`config.mk`:
```
export PLATFORM = sky130hd
export DESIGN_NAME = lcd_bus_driver
export DESIGN_NICKNAME = d
export VERILOG_FILES = /design/src/rtl/lcd_bus_driver.sv
export SDC_FILE = /design/constraint.sdc
export NUM_CORES = 1
export LEC_CHECK = 0
export BUFFER_PORTS_ARGS = -buffer_cell sky130_fd_sc_hd__buf_2
export CORE_MARGIN = 2
export CORE_UTILIZATION = 58
export CTS_BUF_LIST = sky130_fd_sc_hd__clkbuf_16
export CTS_CLUSTER_SIZE = 8
export DETAILED_ROUTE_END_ITERATION = 6
export GPL_TIMING_DRIVEN = 1
export PLACE_DENSITY = 0.78
export SYNTH_ARGS = -nofsm -noshare
export SYNTH_HDL_FRONTEND = slang
export SYNTH_SLANG_ARGS = --single-unit
```
`constraint.sdc`:
```
create_clock -name clk -period 3.3 [get_ports clk]
set_clock_uncertainty 0.1 [all_clocks]
set_input_delay 0.66 -clock clk [delete_from_list [all_inputs] [get_ports clk]]
set_output_delay 0.66 -clock clk [all_outputs]
set_load 0.01 [all_outputs]
```
`src/rtl/lcd_bus_driver.sv`:
```
// lcd_bus_driver: buffers command/data bytes in a small FIFO and writes each
// one to an HD44780-style LCD with registered setup / E-pulse / hold timing,
// then waits out the controller execution time before the next byte.
module lcd_bus_driver #(
  parameter int unsigned DEPTH       = 4,
  parameter int unsigned T_SETUP     = 1,
  parameter int unsigned T_PW        = 2,
  parameter int unsigned T_HOLD      = 1,
  parameter int unsigned T_EXEC      = 40,
  parameter int unsigned T_EXEC_LONG = 1600
) (
  input  logic       clk,
  input  logic       rst,
  input  logic       in_valid,
  output logic       in_ready,
  input  logic       in_rs,
  input  logic [7:0] in_data,
  output logic       busy,
  output logic       LCD_E,
  output logic       LCD_RS,
  output logic       LCD_RW,
  output logic [7:0] LCD_DATA
);

  localparam int unsigned AW   = $clog2(DEPTH);
  localparam int unsigned M0   = (T_EXEC_LONG > T_EXEC) ? T_EXEC_LONG : T_EXEC;
  localparam int unsigned M1   = (M0 > T_PW) ? M0 : T_PW;
  localparam int unsigned M2   = (M1 > T_SETUP) ? M1 : T_SETUP;
  localparam int unsigned CMAX = (M2 > T_HOLD) ? M2 : T_HOLD;
  localparam int unsigned CW   = (CMAX > 1) ? $clog2(CMAX) : 1;

  localparam logic [2:0] S_IDLE  = 3'd0;
  localparam logic [2:0] S_SETUP = 3'd1;
  localparam logic [2:0] S_PULSE = 3'd2;
  localparam logic [2:0] S_HOLD  = 3'd3;
  localparam logic [2:0] S_EXEC  = 3'd4;

  localparam logic [CW-1:0] CNT_ONE    = CW'(1);
  localparam logic [CW-1:0] SETUP_LAST = CW'(T_SETUP - 1);
  localparam logic [CW-1:0] PW_LAST    = CW'(T_PW - 1);
  localparam logic [CW-1:0] HOLD_LAST  = CW'(T_HOLD - 1);
  localparam logic [CW-1:0] EXEC_LAST  = CW'(T_EXEC - 1);
  localparam logic [CW-1:0] LONG_LAST  = CW'(T_EXEC_LONG - 1);
  localparam logic [AW-1:0] PTR_ONE    = AW'(1);
  localparam logic [AW:0]   CNTF_ONE   = (AW+1)'(1);
  localparam logic [AW:0]   CNTF_FULL  = (AW+1)'(DEPTH);

  logic [8:0]    mem_q [DEPTH];
  logic [AW-1:0] wr_ptr_q, rd_ptr_q;
  logic [AW:0]   count_q;
  logic [8:0]    head;
  logic          push, pop;

  logic [2:0]    state_q, state_d;
  logic [CW-1:0] cnt_q, cnt_d;
  logic          e_q, e_d;
  logic          rs_q, rs_d;
  logic [7:0]    data_q, data_d;
  logic          long_q, long_d;

  assign head     = mem_q[rd_ptr_q];
  assign in_ready = (count_q != CNTF_FULL);
  assign push     = in_valid & in_ready;
  assign pop      = (state_q == S_IDLE) & (count_q != '0);
  assign busy     = (state_q != S_IDLE) | (count_q != '0);

  assign LCD_E    = e_q;
  assign LCD_RS   = rs_q;
  assign LCD_RW   = 1'b0;
  assign LCD_DATA = data_q;

  // FIFO storage: entries are {rs, data}
  always_ff @(posedge clk) begin
    if (push) mem_q[wr_ptr_q] <= {in_rs, in_data};
  end

  // FIFO pointers and occupancy; push and pop on one edge leave count unchanged
  always_ff @(posedge clk) begin
    if (rst) begin
      wr_ptr_q <= '0;
      rd_ptr_q <= '0;
      count_q  <= '0;
    end else begin
      if (push) wr_ptr_q <= wr_ptr_q + PTR_ONE;
      if (pop)  rd_ptr_q <= rd_ptr_q + PTR_ONE;
      if (push && !pop)      count_q <= count_q + CNTF_ONE;
      else if (!push && pop) count_q <= count_q - CNTF_ONE;
    end
  end

  // Next-state logic: the bus is loaded only on the IDLE pop, E is registered
  always_comb begin
    state_d = state_q;
    cnt_d   = cnt_q + CNT_ONE;
    e_d     = 1'b0;
    rs_d    = rs_q;
    data_d  = data_q;
    long_d  = long_q;
    case (state_q)
      S_IDLE: begin
        cnt_d = '0;
        if (count_q != '0) begin
          rs_d    = head[8];
          data_d  = head[7:0];
          long_d  = !head[8] && ((head[7:0] == 8'h01) || (head[7:0] == 8'h02) ||
                                 (head[7:0] == 8'h03));
          state_d = S_SETUP;
        end
      end
      S_SETUP: begin
        if (cnt_q == SETUP_LAST) begin
          e_d     = 1'b1;
          cnt_d   = '0;
          state_d = S_PULSE;
        end
      end
      S_PULSE: begin
        e_d = 1'b1;
        if (cnt_q == PW_LAST) begin
          e_d     = 1'b0;
          cnt_d   = '0;
          state_d = S_HOLD;
        end
      end
      S_HOLD: begin
        if (cnt_q == HOLD_LAST) begin
          cnt_d   = '0;
          state_d = S_EXEC;
        end
      end
      S_EXEC: begin
        if (cnt_q == (long_q ? LONG_LAST : EXEC_LAST)) begin
          cnt_d   = '0;
          state_d = S_IDLE;
        end
      end
      default: begin
        cnt_d   = '0;
        state_d = S_IDLE;
      end
    endcase
  end

  // Sequencer and LCD pin registers
  always_ff @(posedge clk) begin
    if (rst) begin
      state_q <= S_IDLE;
      cnt_q   <= '0;
      e_q     <= 1'b0;
      rs_q    <= 1'b0;
      data_q  <= 8'h00;
      long_q  <= 1'b0;
    end else begin
      state_q <= state_d;
      cnt_q   <= cnt_d;
      e_q     <= e_d;
      rs_q    <= rs_d;
      data_q  <= data_d;
      long_q  <= long_d;
    end
  end

endmodule
```
Word level (Yosys, flattened, before mapping). Memories as Yosys holds them, arrays and structs flattened. A register that Yosys moved wholly into a read port is not among the register bits. Index checks and enable logic that the tools add are counted.

Output and inout bits: 13. RAM bits: 36. Memories kept: 1. Flip-flop bits (word level): 32. Word-level logic and storage cells: 69. Bits of input ports: 12.

Memory list: mem_q (words 4, bits a word 9, rd ports 1, clocked after Yosys merged registers in 1, write ports 1, RTL line 48) `logic [8:0] mem_q [DEPTH];`.

Equal/unequal tests: 15. Reduce and logical (&&, ||, !) cells: 16. Muxes and demuxes: 20. Add/sub/neg operators: 5. Bitwise operators: 3.

Operator list (number): $mux 11 (4); $pmux 11 s3 (1); $mux 3 (7); $eq 8x2->1 const B (2); $pmux 3 s5 (1); $add 11x1->11 const B (1); $eq 11x1->1 const B (1); $eq 11x11->1 (1); $logic_not 11->1 (1); $eq 8x1->1 const B (1); $ne 2x2->1 const B (4); $eq 3x2->1 const B (2); $reduce_bool 3->1 (2); $reduce_and 5->1 (1); $add 2x1->2 const B (2); $mux 1 (4); $mux 2 (2); $add 3x1->3 const B (1); $eq 3x1->1 const B (1); $eq 3x3->1 const B (1); $logic_and 1x1->1 (3); $logic_not 1->1 (3); $logic_not 3->1 (1); $ne 3x3->1 const B (1); other kinds (9) (11).

Depth between registers and ports, before layout. Gate-level depths: netlist (run 1).

Depth after elaboration: 6. Mapped depth: 11. Depth with buffers taken out: 9.

Worst setup path after synthesis (run 1). OpenSTA, ideal clock, no wires.

Path kind: flip-flop to flip-flop. From: register count_q[0]. To: register count_q[2]. Cell stages (with the launch flop): 11. Setup time: 70 ps. Path buffers: 1. Required time: 3130 ps. Arrival: 2407 ps. Slack: 722 ps. Period minus slack after synthesis: 2578 ps. Path through: dfxtp_1 or3_1 and2_1 inv_1 clkbuf_1 ha_1 inv_1 fa_1 xor2_1 or3_1 a21oi_1.

Longest elaborated chain between the ends: 5. Elaborated cells between the ends (all ways): 13. Classes of those cells: 2 x add/sub; 1 x eq/ne; 2 x mux; 2 x bitwise; 6 x reduce/logical.

RTL lines: start: declaration (RTL line 50) `logic [AW:0] count_q;`; start signal: assignment (RTL line 86) `if (push && !pop) count_q <= count_q + CNTF_ONE;`; start signal: assignment (RTL line 87) `else if (!push && pop) count_q <= count_q - CNTF_ONE;`; branches (longest 5 deep; another with $sub 3x1->3).

Parallel ways; which one is timed is not known. The select of a mux whose other input is x is not followed. A chain may end at the register's enable or synchronous reset.

Final worst setup path (run 1). Same ends and word-level chain as after synthesis.

==> results.json, run 1 <==
{
  "setup_tns_ns": 0,
  "ys_seq_area_share_pct": 59.8,
  "period_share_pct": 78.3,
  "status": "complete, no violations",
  "async_reset_ff_share_pct": 0,
  "maxSlewHeadroom_pct": 51.2,
  "syn-instance-count": 238,
  "synth_cell_types": 42,
  "vias_per_cell": 5.55,
  "initialDrtViolationCount": 64,
  "post_dp_cell_area_sq_um": 3100,
  "cts_tree": "done",
  "cts.path.max_buffers": 2,
  "synth_nets": 259,
  "critPathArrivalTime_ns": 2.74,
  "drc": 0,
  "rows": 25,
  "coreArea_sq_um": 4820,
  "rsz0062_at_grt": "no",
  "cp-end-kind": "flip-flop",
  "diodes": 0,
  "path_delay_family": "simple AND/OR/NAND/NOR gates",
  "cts.reportedPaths.clkPinSlew_ns": 0.06,
  "crit_fanout": 11,
  "crit_slowest_cell": "or3_1",
  "crit_path_cell_trace": "or3_1 > and2_1 > inv_1 > ha_1 > inv_1 > fa_1 > xor2_1 > or3_1 > a21oi_1",
  "place.gp.congestion": 0.850,
  "clock_latency_ns": 0.33,
  "io_pins": 25,
  "final_max_slew_viol_count": 0,
  "cp.required_ns": 3.46,
  "fin_cells": 333,
  "p_per_area_nw_per_um2": 836,
  "cap_violations": 0,
  "drive_above_1_share_pct": 18.4,
  "start_util_pct": 61.2,
  "synth_commonest_cells": "36 x edfxtp_1, 34 x dfxtp_1, 25 x nand2_1",
  "io_buffers": 23,
  "routed_wl_um": 5070,
  "wire_per_inst_um": 15.2,
  "critical-path-max-stage-delay_ns": 0.41,
  "placed_cells": 317,
  "die_w_um": 75.3,
  "cts_sinks": 70,
  "cts_hold_buf": 0,
  "start_kind": "flip-flop",
  "hold_ws_ns": 0.354,
  "syn_area_per_cell_sq_um": 12.4,
  "synth_top_cell_by_area": "edfxtp_1",
  "synth_top_cell_area_share_pct": 36.7,
  "final_area_sq_um": 3400,
  "grt_max_degree": 26,
  "dieHeight_um": 75.3,
  "p_leak_nw": 1.21,
  "grt_pass1_vias": 1713,
  "antenna_found_initial": 0,
  "setup_viol": 0,
  "dr.pass1.iters": 4,
  "synth_most_common_cell": "edfxtp_1",
  "synth_ff_type": "edfxtp_1",
  "cts_root_buf": "clkbuf_16",
  "peakVddDrop_uv": 564,
  "gr-total-overflow": 0,
  "p_total_w": 0.00284,
  "yosys_warnings": 0,
  "syn2layout_area_growth_pct": 15.2,
  "ys_ff_latch": 70,
  "timing.fmax_mhz": 387,
  "h-tree-depth": 3,
  "num_vias": 1849,
  "cts_buffers": 9,
  "synth_enable_flop_cells": 36,
  "finalHoldViolCount": 0,
  "dieArea_sq_um": 5670,
  "crit_type": "reg2reg",
  "grt_pass1_wl_um": 8250,
  "critical_path_buf_inv_count": 2,
  "hpwlAfterDp_um": 3280,
  "layout.nets": 282,
  "antenna_left": 0,
  "period_needed_ns": 2.58,
  "synth.cell_area_sq_um": 2950,
  "cts_setup_buffers": 0,
  "min_path_type": "reg2reg",
  "cts_resized": 0,
  "synth_area_leaders": "edfxtp_1 37%, dfxtp_1 23%, mux4_2 3.8%",
  "tightest_slew_ns": 0.729,
  "track_usage_pct": 20.7
}
==> kinds of logic after synthesis <==
group	share of synthesized area, %
adders and majority gates	4.07
DFF	59.8
buffers and inverters	2.72
other	0.127
and+or+nand+nor	14.1
AOI/OAI and AO/OA	7.30
xor gates and xnor gates	3.86
muxes	8.06
==> per-layer routing <==
metal | global-route usage [%] | part of all wire (%)
met1 | 24.9 | 41
met2 | 34.3 | 53
met3 | 7.94 | 4.3
met4 | 7.41 | 1.5
met5 | 0 | 0
==> per-stage QoR <==
stage / setup WS [ns] / util (%)
floorplan: 0.722 / -
finish: 0.717 / 70.5
CTS: 0.700 / 70.5
global route: 0.525 / 70.5
detailed placement: 0.536 / 64.3
global placement: 0.678 / 64.3
==> layout make-up <==
| cell class | count | area [sq um] |
|---|---|---|
| Clock buffer | 9 | 225 |
| Clock inverter | 7 | 73.8 |
| Fill cell | 351 | 1420 |
| Inverter | 6 | 22.5 |
| Multi-Input combinational cell | 150 | 1110 |
| Sequential cell | 70 | 1760 |
| Tap cell | 67 | 83.8 |
| Timing Repair Buffer | 24 | 123 |
==> sequential cells by signal, indices dropped and copies added (netlist names), named ones only <==
signal,flops
wr_ptr_q,2
mem_q,36
LCD_RS,1
rd_ptr_q,2
LCD_E,1
LCD_DATA,8
cnt_q,11
long_q,1
state_q,3
count_q,3
==> where the power goes <==
group / leakage [nW] / switching [W] / internal, W
registers: 0.607 / 0.000124 / 0.00106
logic: 0.456 / 0.000390 / 0.000319
clock network: 0.147 / 0.000357 / 0.000586
total: 1.21 / 0.000871 / 0.00197
==> placed cells by master (no fill, tap or decap), types with 7 or more instances in the layout <==
cell        n
xnor2_1     7
clkbuf_16   9
nand3_1     9
edfxtp_1   36
dfxtp_1    34
a211oi_1    8
ha_1        8
a21oi_1    15
nor2_1     17
buf_2      23
nand2_1    25
==> worst reg2reg max path, stage by stage, from the launching register on <==
cell,delay [ns]
dfxtp_1,0.36
or3_1,0.41
and2_1,0.28
inv_1,0.13
ha_1,0.19
inv_1,0.07
fa_1,0.37
xor2_1,0.16
or3_1,0.31
a21oi_1,0.13
==> final timing paths <==
check	start	depth (start not counted)	slack, ns	end
max reg2reg	count_q[0]$_SDFFE_PP0P_	9	0.72	count_q[2]$_SDFFE_PP0P_
min	LCD_DATA[7]$_SDFFE_PP0N_	2	0.35	LCD_DATA[7]$_SDFFE_PP0N_
min reg2reg	LCD_DATA[7]$_SDFFE_PP0N_	2	0.35	LCD_DATA[7]$_SDFFE_PP0N_
max	count_q[0]$_SDFFE_PP0P_	9	0.72	count_q[2]$_SDFFE_PP0P_
No activity file was read; power rests on OpenSTA's default activity.
==> run 2, diff against run 1 <==
==> constraint.sdc (replaced) <==
create_clock -name clk -period 2.6 [get_ports clk]
set_clock_uncertainty 0.1 [all_clocks]
set_input_delay 0.52 -clock clk [delete_from_list [all_inputs] [get_ports clk]]
set_output_delay 0.52 -clock clk [all_outputs]
set_load 0.01 [all_outputs]
==> results.json, run 2 (same netlist as run 1, synthesis figures left out) <==
{
  "cts_setup_buffers": 0,
  "antenna_left": 0,
  "whs_endpoint": "mem_q[1][0]$_DFFE_PP_",
  "final_max_slew_viol_count": 0,
  "cts.reportedPaths.clkPinSlew_ns": 0.06,
  "cts_hold_buf": 0,
  "antenna_found_initial": 0,
  "rrSetupSlack_ns": 0.24,
  "io_buffers": 23,
  "p_leak_nw": 1.23,
  "coreArea_sq_um": 4820,
  "track_usage_pct": 20.8,
  "peakVddDrop_uv": 520,
  "hold_ws_ns": 0.302,
  "p_total_w": 0.00356,
  "regMostFlops": "mem_q",
  "hpwlAfterDp_um": 3380,
  "period_needed_ns": 2.36,
  "start_util_pct": 61.2,
  "drive_above_1_share_pct": 20.5,
  "crit_fanout": 6,
  "met1_usage_pct": 25.2,
  "io_pins": 25,
  "diodes": 0,
  "largest_reg_flops": 36,
  "min_path_type": "in2reg",
  "cts_sinks": 70,
  "cts.path.max_buffers": 2,
  "r2r_cells": 9,
  "gr-total-overflow": 0,
  "cts_resized": 0,
  "p_per_area_nw_per_um2": 1040,
  "place.gp.congestion": 0.852,
  "start_kind": "flip-flop",
  "grt_max_degree": 26,
  "wire_per_inst_um": 14.7,
  "cts_tree": "done",
  "cap_violations": 0,
  "grt_pass1_wl_um": 8510,
  "r2r-start": "count_q[2]$_SDFFE_PP0P_",
  "layout_commonest_cell": "edfxtp_1",
  "most-common-layout-cells": "36 x edfxtp_1, 34 x dfxtp_1, 25 x nand2_1, 23 x buf_2, 17 x nor2_1",
  "tightest_slew_ns": 0.598,
  "rr_endpoint": "count_q[2]$_SDFFE_PP0P_",
  "met2_usage_pct": 35.1,
  "timing.fmax_mhz": 424,
  "cts_root_buf": "clkbuf_16",
  "die_w_um": 75.3,
  "h-tree-depth": 3,
  "period_share_pct": 90.6,
  "min_delay_path_depth": 1,
  "initialDrtViolationCount": 79,
  "critPathArrivalTime_ns": 2.51,
  "use_met3_pct": 7.54,
  "dr.pass1.iters": 4,
  "finalHoldViolCount": 0,
  "routed_wl_um": 5010,
  "cp-end-kind": "flip-flop",
  "num_vias": 1876,
  "vias_per_cell": 5.52,
  "crit_type": "reg2reg",
  "min_from": "in_data[0]",
  "cts_buffers": 9,
  "setup_tns_ns": 0,
  "drc": 0,
  "dieHeight_um": 75.3,
  "grt_pass1_vias": 1831,
  "layout.nets": 289,
  "grt.busiest_layer": "met2",
  "syn2layout_area_growth_pct": 16.1,
  "maxSlewHeadroom_pct": 59.7,
  "cp.required_ns": 2.75,
  "status": "complete, no violations",
  "rsz0062_at_grt": "no",
  "dieArea_sq_um": 5670,
  "rows": 25,
  "clock_latency_ns": 0.33,
  "setup_viol": 0
}
-- run 2: layer usage --
metal,wire [um],up-vias
met1,2200,913
met4,27,0
li1,-,935
met2,2640,26
met3,150,2
met5,0,-
-- run 2: area by class of cell --
type                    count  area [sq um]
clock buffers               9           225
well taps                  67          83.8
clock inverters             7          47.5
repair buffers             31           175
flip-flops and latches     70          1760
multi-input cells         150          1110
inverters                   6          22.5
fillers                   348          1400
-- run 2: power by group --
| group | switching [W] | internal, W |
|---|---|---|
| clock network | 0.000449 | 0.000645 |
| logic | 0.000521 | 0.000452 |
| registers | 0.000148 | 0.00135 |
| total | 0.00112 | 0.00245 |
-- run 2: how the worst max path moves through the flow --
stage / startpoint / to / slack (ns) / cells past startpoint
detailed placement: count_q[2]$_SDFFE_PP0P_ / count_q[2]$_SDFFE_PP0P_ / 0.27 / 9
floorplan: count_q[0]$_SDFFE_PP0P_ / count_q[2]$_SDFFE_PP0P_ / 0.02 / 10
global placement: count_q[2]$_SDFFE_PP0P_ / count_q[2]$_SDFFE_PP0P_ / 0.34 / 9
finish: count_q[2]$_SDFFE_PP0P_ / count_q[2]$_SDFFE_PP0P_ / 0.24 / 9
global route: count_q[2]$_SDFFE_PP0P_ / count_q[2]$_SDFFE_PP0P_ / 0.11 / 9
CTS: count_q[2]$_SDFFE_PP0P_ / count_q[2]$_SDFFE_PP0P_ / 0.25 / 9
-- run 2: stage by stage --
stage / worst slack, ns / area (sq um) / instances / util (%)
finish: 0.244 / 3420 / 340 / 71.0
global route: 0.106 / 3420 / 340 / 71.0
CTS: 0.246 / 3420 / 340 / 71.0
detailed placement: 0.270 / 3150 / 324 / 65.4
global placement: 0.338 / 3150 / 324 / 65.4
floorplan: 0.0221 / 2950 / 238 / -
-- run 2: worst max-delay path, cell delays in order (launching register included) --
cell     delay [ns]
dfxtp_1        0.35
or3_1          0.37
and2_1         0.16
inv_1          0.07
ha_1           0.18
inv_1          0.06
fa_1           0.37
xor2_1         0.16
or3_1          0.30
a21oi_1        0.16
